<file path="src/rtl/cursor_pkg.sv">
// Shared definitions for the cursor report path: FSM states, packet timing
// and the saturation helpers used by the per-axis accumulators.
package cursor_pkg;

    typedef enum logic [1:0] {
        ST_IDLE = 2'd0,
        ST_SEND = 2'd1,
        ST_HOLD = 2'd2
    } state_e;

    // One packet is three 10-bit UART frames plus an idle guard gap.
    function automatic int packet_clks(input int clks_per_bit, input int guard_clks);
        return 30 * clks_per_bit + guard_clks;
    endfunction

    // Clip to the symmetric payload range; -128 is never produced.
    function automatic logic signed [7:0] clip8(input logic signed [31:0] v);
        if (v > 32'sd127) begin
            return 8'sd127;
        end else if (v < -32'sd127) begin
            return -8'sd127;
        end else begin
            return v[7:0];
        end
    endfunction

    // Clip to the signed range of a w-bit accumulator (w <= 31).
    function automatic logic signed [31:0] clip_acc(input logic signed [31:0] v, input int w);
        logic signed [31:0] hi;
        logic signed [31:0] lo;
        hi = (32'sd1 <<< (w - 1)) - 32'sd1;
        lo = -hi - 32'sd1;
        if (v > hi) begin
            return hi;
        end else if (v < lo) begin
            return lo;
        end else begin
            return v;
        end
    endfunction

endpackage

</file>
<file path="src/rtl/cursor_axis_acc.sv">
// One motion axis: accumulates signed deltas with saturation, captures the
// 8-bit payload when a report is scheduled and subtracts it on the send
// cycle so the residual (plus any same-cycle delta) carries forward.
module cursor_axis_acc
    import cursor_pkg::*;
#(
    parameter int IN_W  = 12,
    parameter int ACC_W = 16
) (
    input  logic             clk,
    input  logic             rst_n,
    input  logic             enable,
    input  logic             delta_valid,
    input  logic [IN_W-1:0]  delta,
    input  logic             load,
    input  logic             send,
    output logic [7:0]       payload,
    output logic [ACC_W-1:0] acc,
    output logic             sat
);

    logic signed [ACC_W-1:0] acc_q, acc_d;
    logic signed [7:0]       payload_q, payload_d;
    logic signed [IN_W-1:0]  delta_s;
    logic signed [31:0]      acc_ext, delta_add, pay_sub, raw_c, clip_c;

    assign delta_s   = delta;
    assign acc_ext   = 32'(acc_q);
    assign delta_add = delta_valid ? 32'(delta_s) : 32'sd0;
    assign pay_sub   = send ? 32'(payload_q) : 32'sd0;

    // Next accumulator value: add delta, remove the sent payload, saturate.
    always_comb begin
        raw_c     = acc_ext + delta_add - pay_sub;
        clip_c    = clip_acc(raw_c, ACC_W);
        sat       = enable && (clip_c != raw_c);
        acc_d     = enable ? clip_c[ACC_W-1:0] : '0;
        payload_d = load ? clip8(acc_ext) : payload_q;
    end

    // Accumulator and payload registers.
    always_ff @(posedge clk or negedge rst_n) begin
        if (!rst_n) begin
            acc_q     <= '0;
            payload_q <= '0;
        end else begin
            acc_q     <= acc_d;
            payload_q <= payload_d;
        end
    end

    assign payload = payload_q;
    assign acc     = acc_q;

endmodule

</file>
<file path="src/rtl/cursor_report_scheduler.sv">
// Decides when a 3-byte cursor report goes to the UART transmitter, issues a
// single send strobe per packet and times the packet locally so no strobe is
// ever issued while a frame is still on the wire.
module cursor_report_scheduler
    import cursor_pkg::*;
#(
    parameter int CLKS_PER_BIT = 868,
    parameter int REPORT_CLKS  = 1000000,
    parameter int GUARD_CLKS   = 1736,
    parameter int IN_W         = 12,
    parameter int ACC_W        = 16
) (
    input  logic            clk,
    input  logic            rst_n,
    input  logic            enable,
    input  logic            delta_valid,
    input  logic [IN_W-1:0] delta_x,
    input  logic [IN_W-1:0] delta_y,
    input  logic            left_in,
    input  logic            right_in,
    output logic            send_strobe,
    output logic [7:0]      dx,
    output logic [7:0]      dy,
    output logic            left_click,
    output logic            right_click,
    output logic            busy,
    output logic            sat_flag
);

    localparam int PACKET_CLKS = packet_clks(CLKS_PER_BIT, GUARD_CLKS);
    localparam int HOLD_W      = $clog2(PACKET_CLKS + 1);
    localparam int TMR_W       = $clog2(REPORT_CLKS + 1);

    state_e              state_q, state_d;
    logic [HOLD_W-1:0]   hold_q, hold_d;
    logic [TMR_W-1:0]    timer_q, timer_d;
    logic [1:0]          last_clk_q, last_clk_d;
    logic                left_q, left_d, right_q, right_d;
    logic                sat_q, sat_d;
    logic                load, send, due, click_chg, acc_nz;
    logic                sat_x, sat_y;
    logic [ACC_W-1:0]    acc_x, acc_y;

    cursor_axis_acc #(.IN_W(IN_W), .ACC_W(ACC_W)) u_acc_x (
        .clk(clk), .rst_n(rst_n), .enable(enable), .delta_valid(delta_valid),
        .delta(delta_x), .load(load), .send(send),
        .payload(dx), .acc(acc_x), .sat(sat_x)
    );

    cursor_axis_acc #(.IN_W(IN_W), .ACC_W(ACC_W)) u_acc_y (
        .clk(clk), .rst_n(rst_n), .enable(enable), .delta_valid(delta_valid),
        .delta(delta_y), .load(load), .send(send),
        .payload(dy), .acc(acc_y), .sat(sat_y)
    );

    assign send      = (state_q == ST_SEND);
    assign due       = (timer_q == TMR_W'(REPORT_CLKS - 1));
    assign acc_nz    = (acc_x != '0) || (acc_y != '0);
    assign click_chg = ({left_in, right_in} != last_clk_q);

    // Next-state logic: schedule, strobe, then hold off for one packet time.
    always_comb begin
        state_d    = state_q;
        hold_d     = hold_q;
        load       = 1'b0;
        last_clk_d = last_clk_q;
        left_d     = left_q;
        right_d    = right_q;
        case (state_q)
            ST_IDLE: begin
                if (enable && (click_chg || (due && acc_nz))) begin
                    state_d = ST_SEND;
                    load    = 1'b1;
                    left_d  = left_in;
                    right_d = right_in;
                end
            end
            ST_SEND: begin
                last_clk_d = {left_q, right_q};
                hold_d     = HOLD_W'(PACKET_CLKS - 1);
                state_d    = ST_HOLD;
            end
            ST_HOLD: begin
                hold_d = hold_q - HOLD_W'(1);
                if (hold_q <= HOLD_W'(1)) begin
                    state_d = ST_IDLE;
                end
            end
            default: state_d = ST_IDLE;
        endcase
    end

    // Report interval timer: held at zero while disabled, restarts on each send.
    always_comb begin
        timer_d = timer_q;
        if (!enable || send) begin
            timer_d = '0;
        end else if (!due) begin
            timer_d = timer_q + TMR_W'(1);
        end
        sat_d = sat_q | sat_x | sat_y;
    end

    // State, timer, click and sticky saturation registers.
    always_ff @(posedge clk or negedge rst_n) begin
        if (!rst_n) begin
            state_q    <= ST_IDLE;
            hold_q     <= '0;
            timer_q    <= '0;
            last_clk_q <= '0;
            left_q     <= 1'b0;
            right_q    <= 1'b0;
            sat_q      <= 1'b0;
        end else begin
            state_q    <= state_d;
            hold_q     <= hold_d;
            timer_q    <= timer_d;
            last_clk_q <= last_clk_d;
            left_q     <= left_d;
            right_q    <= right_d;
            sat_q      <= sat_d;
        end
    end

    assign send_strobe = send;
    assign busy        = (state_q == ST_SEND) || (state_q == ST_HOLD);
    assign left_click  = left_q;
    assign right_click = right_q;
    assign sat_flag    = sat_q;

endmodule
</file>
<file path="config.mk">
export PLATFORM = sky130hd
export DESIGN_NAME = cursor_report_scheduler
export DESIGN_NICKNAME = d
export VERILOG_FILES = /design/src/rtl/cursor_pkg.sv /design/src/rtl/cursor_axis_acc.sv /design/src/rtl/cursor_report_scheduler.sv
export SDC_FILE = /design/constraint.sdc
export NUM_CORES = 1
export LEC_CHECK = 0
export ABC_AREA = 1
export CORE_ASPECT_RATIO = 1.75
export CORE_MARGIN = 5
export CORE_UTILIZATION = 52
export CTS_CLUSTER_DIAMETER = 150
export CTS_CLUSTER_SIZE = 10
export DETAILED_ROUTE_END_ITERATION = 8
export GPL_TIMING_DRIVEN = 0
export PLACE_DENSITY = 0.8
export SLEW_MARGIN = 20
export SYNTH_ARGS = -nofsm -noshare
export SYNTH_HDL_FRONTEND = slang
export SYNTH_SLANG_ARGS = --single-unit
</file>
<file path="constraint.sdc">
create_clock -name clk -period 5 [get_ports clk]
set_input_delay 1 -clock clk [delete_from_list [all_inputs] [get_ports clk]]
set_output_delay 1 -clock clk [all_outputs]
set_load 0.005 [all_outputs]
</file>
==> results of run 1 <==
-- cells by family (layout without fill, tap and decap cells) --
kind of cell             count (synthesis)  in the layout  synth area share, %
XOR/XNOR                                10             10                 1.23
AO/OA/AOI/OAI                          154            154                 11.4
AND/OR/NAND/NOR                        562            562                 31.1
adder cells (fa/ha/maj)                 77             77                 15.6
multiplexers                             1              1                0.146
buffers and inverters                  228            295                 11.3
flip-flops                              90             90                 29.2
-- metal layers --
| layer | vias up | track usage [%] |
|---|---|---|
| li1 | 3665 | - |
| met3 | 79 | 2.53 |
| met1 | 3432 | 24.9 |
| met5 | - | 0 |
| met2 | 178 | 46.9 |
| met4 | 0 | 14.5 |
-- critical path, cell delays in order --
cell and delay [ns]:
clkbuf_2 0.20, clkbuf_4 0.29, nand2_1 0.13, fa_1 0.51, inv_1 0.05, ha_1 0.37, nand2_2 0.12, inv_1 0.05
a21oi_1 0.23, nand2_2 0.11, nand2_2 0.10, nand2_2 0.07, a21oi_1 0.22, xor2_2 0.26, inv_1 0.09, nand2_1 0.07
ha_1 0.31, inv_1 0.18, clkbuf_2 0.27, nand3_1 0.15, a21oi_2 0.17
-- placed cells by master, fill, tap and decap left out, types with 3 or more instances in the layout --
master,synthesis,final
fa_1,32,32
nand3b_1,9,9
nand3_1,70,70
clkbuf_1,13,7
xnor2_1,3,3
ha_1,45,45
a21oi_1,64,63
clkbuf_16,0,9
nand4_1,27,27
a21oi_2,9,10
nor3_1,8,8
nand2_2,6,8
clkdlybuf4s50_1,0,48
xor2_1,6,5
inv_1,209,209
o21ai_0,60,60
nor4_1,6,6
nor2_1,104,104
and2_1,3,3
a31oi_1,4,4
dfrtp_1,90,90
nand2_1,316,314
clkbuf_4,0,3
nor2_2,4,4
buf_6,2,3
-- what timing repair did --
item                       4_1_cts  5_1_grt
resized for setup                9       16
setup endpoints to repair       33       30
hold endpoints to repair         0        0
pin swaps                        0        0
-- worst paths after layout --
kind | from | to | slack (ns) | cells past startpoint
max reg2reg | state_q[1] | u_acc_x.acc[12] | 0.32 | 22
max | delta_valid | u_acc_x.acc[12] | 0.31 | 21
max in group asynchronous | rst_n | u_acc_x.acc[4] | 3.75 | 2
min | hold_q[12] | hold_q[12] | 0.49 | 1
min reg2reg | hold_q[12] | hold_q[12] | 0.49 | 1
min in group asynchronous | rst_n | timer_q[0] | 0.61 | 1
-- area by class of cell --
cell class | instances | share of cell area, %
flip-flops and latches | 90 | 25.5
inverters | 212 | 9.01
clock inverters | 6 | 1.02
plain buffers | 16 | 1.13
repair buffers | 51 | 5.89
well taps | 183 | 2.59
multi-input cells | 804 | 52.2
clock buffers | 10 | 2.70
-- metrics by stage --
step / cells / hold WS (ns)
CTS: 1372 / 0.490
floorplan: 1122 / 0.451
global route: 1372 / 0.518
finish: 1372 / 0.492
detailed placement: 1356 / 0.481
global placement: 1355 / 0.473
-- registers in the layout, summed over array words and instances, names as in the netlist --
| register | count |
|---|---|
| left_click | 1 |
| sat_flag | 1 |
| last_clk_q | 2 |
| u_acc_y.acc | 16 |
| u_acc_x.payload | 8 |
| timer_q | 20 |
| u_acc_y.payload | 8 |
| state_q | 2 |
| hold_q | 15 |
| u_acc_x.acc | 16 |
| right_click | 1 |
==> results by group, run 1 <==
Outcome
  • Status: complete, no violations

Clock network
  • Worst-skew pair later-pin latency: 0.34 ns
  • Clk sinks: 90
  • Hold_buf cts: 0
  • Setup bufs post-CTS: 0
  • Clock Tree Root: clkbuf_16
  • CTS tree: yes
  • CTS Buf Count: 9
  • # H-tree levels: 3
  • Reg clk slew, reported paths: 0.07 ns
  • Clock Path Buffers: 2

Timing
  • Min cycle time layout: 4.69 ns
  • Max-slew headroom: 57.3%
  • Worst-Margin Slew: 0.641 ns
  • Max-slew violation count: 0
  • Worst Slack Setup Final: 0.312 ns
  • Max Fclk: 213 MHz
  • Setup violations, final: 0
  • Setup TNS: 0 ns
  • Tcrit/Tclk final: 93.8%
  • Clk_skew: 0.00927 ns
  • Final Hold Vio Count: 0

Global routing
  • GR Util All Layers: 24.6%
  • Initial antenna violation count: 0
  • GRT overflow: 0
  • Wire length of the first global-routing pass: 33.9 mm
  • Vias in the first global route: 7639
  • Pin count of the biggest net entering global routing: 58

Final layout
  • Final Core Density: 59.8%
  • Multi-input logic area: between 0.004 and 0.005 mm2
  • Layout cells sized above 1: approximately 5.7%
  • Final nets: 1291
  • Area grow syn2layout: 14.5%
  • Fillcell total: 1358
  • Diodes inserted: 0
  • Area occupied by registers: 0.00225 mm2
  • Post-route cell area: 0.00884 mm2

Route
  • DRT Wirelength: 20.2 mm
  • Via count: 7354
  • Residual DRC count: 0
  • DR WL met3: 709 um
  • Post-DR vias/cell: 5.36
  • Post-Route M1 WL: approximately 7.2 mm
  • Drt wl/cell: 14.7 um
  • Pre-antenna DRT Iters: 5
  • Metal2 WL: 11.0 mm
  • Max layer used: met4
  • Iteration-0 DRC Markers: just under 400
  • Post-DRT Antenna Nets: 0

Placement
  • GPL Wtd Cong: 0.971
  • DP HPWL: 16.3 mm
  • Cell Area, Placed: approximately 0.0085 mm2
  • Port bufs: 50
  • Setup WS pre-CTS: -1.11 ns

Yosys
  • Library cells used by synthesis: 46
  • EDFF count, synth: 0
  • YS warnings: 0
  • Async SR Flop Fraction: 100%
  • Syn Nets: 1229
  • Seq/Total Area, Yosys: 29.2%
  • Gate count of the mapped netlist: 1122
  • Synthesized flop and latch total: 90
  • Top cell type's share of synthesized area: 29.2%
  • Most frequent cells after synthesis: nand2_1, inv_1, nor2_1, dfrtp_1, nand3_1
  • Largest cells by area after synthesis: dfrtp_1, nand2_1, inv_1
  • Post-synth top flop: dfrtp_1
  • Post-synth design cell area: roughly 0.0077 mm2
  • Synth area leader: dfrtp_1
  • Avg Cell Area, Syn: 6.87 um2
  • Count leader, synth: nand2_1

Critical path
  • CP Capture Type: flop
  • Setup CP Type: in2reg
  • Worst Setup Start Kind: primary input
  • CP arrival: about 5.0 ns
  • Critical Path Fanout Max: 10
  • Critical Path RT: 5.27 ns

Floorplanning
  • Die X: 102 um
  • Top Ports: 51
  • Core Box Area: 0.0148 mm2
  • DIE AREA: between 0.015 and 0.02 mm2
  • Row Count: 59
  • Die Y: 171 um
  • Initial Util: between 50% and 60%

Job
  • Max-cap violations: 0

Min path
  • Hold/Removal Path Class: reg2reg
Power of run 1 is left out: the tool's default activity adds up to more than one toggle a clock period on the data nets, which glitch-free logic cannot reach.
==> run 2: changes to the inputs <==
- HOLD_SLACK_MARGIN: default -> 0.15
==> results of run 2 <==
The final DEF is identical to that of run 1; final timing and power are the same.
Power of run 2 is left out for the same reason.
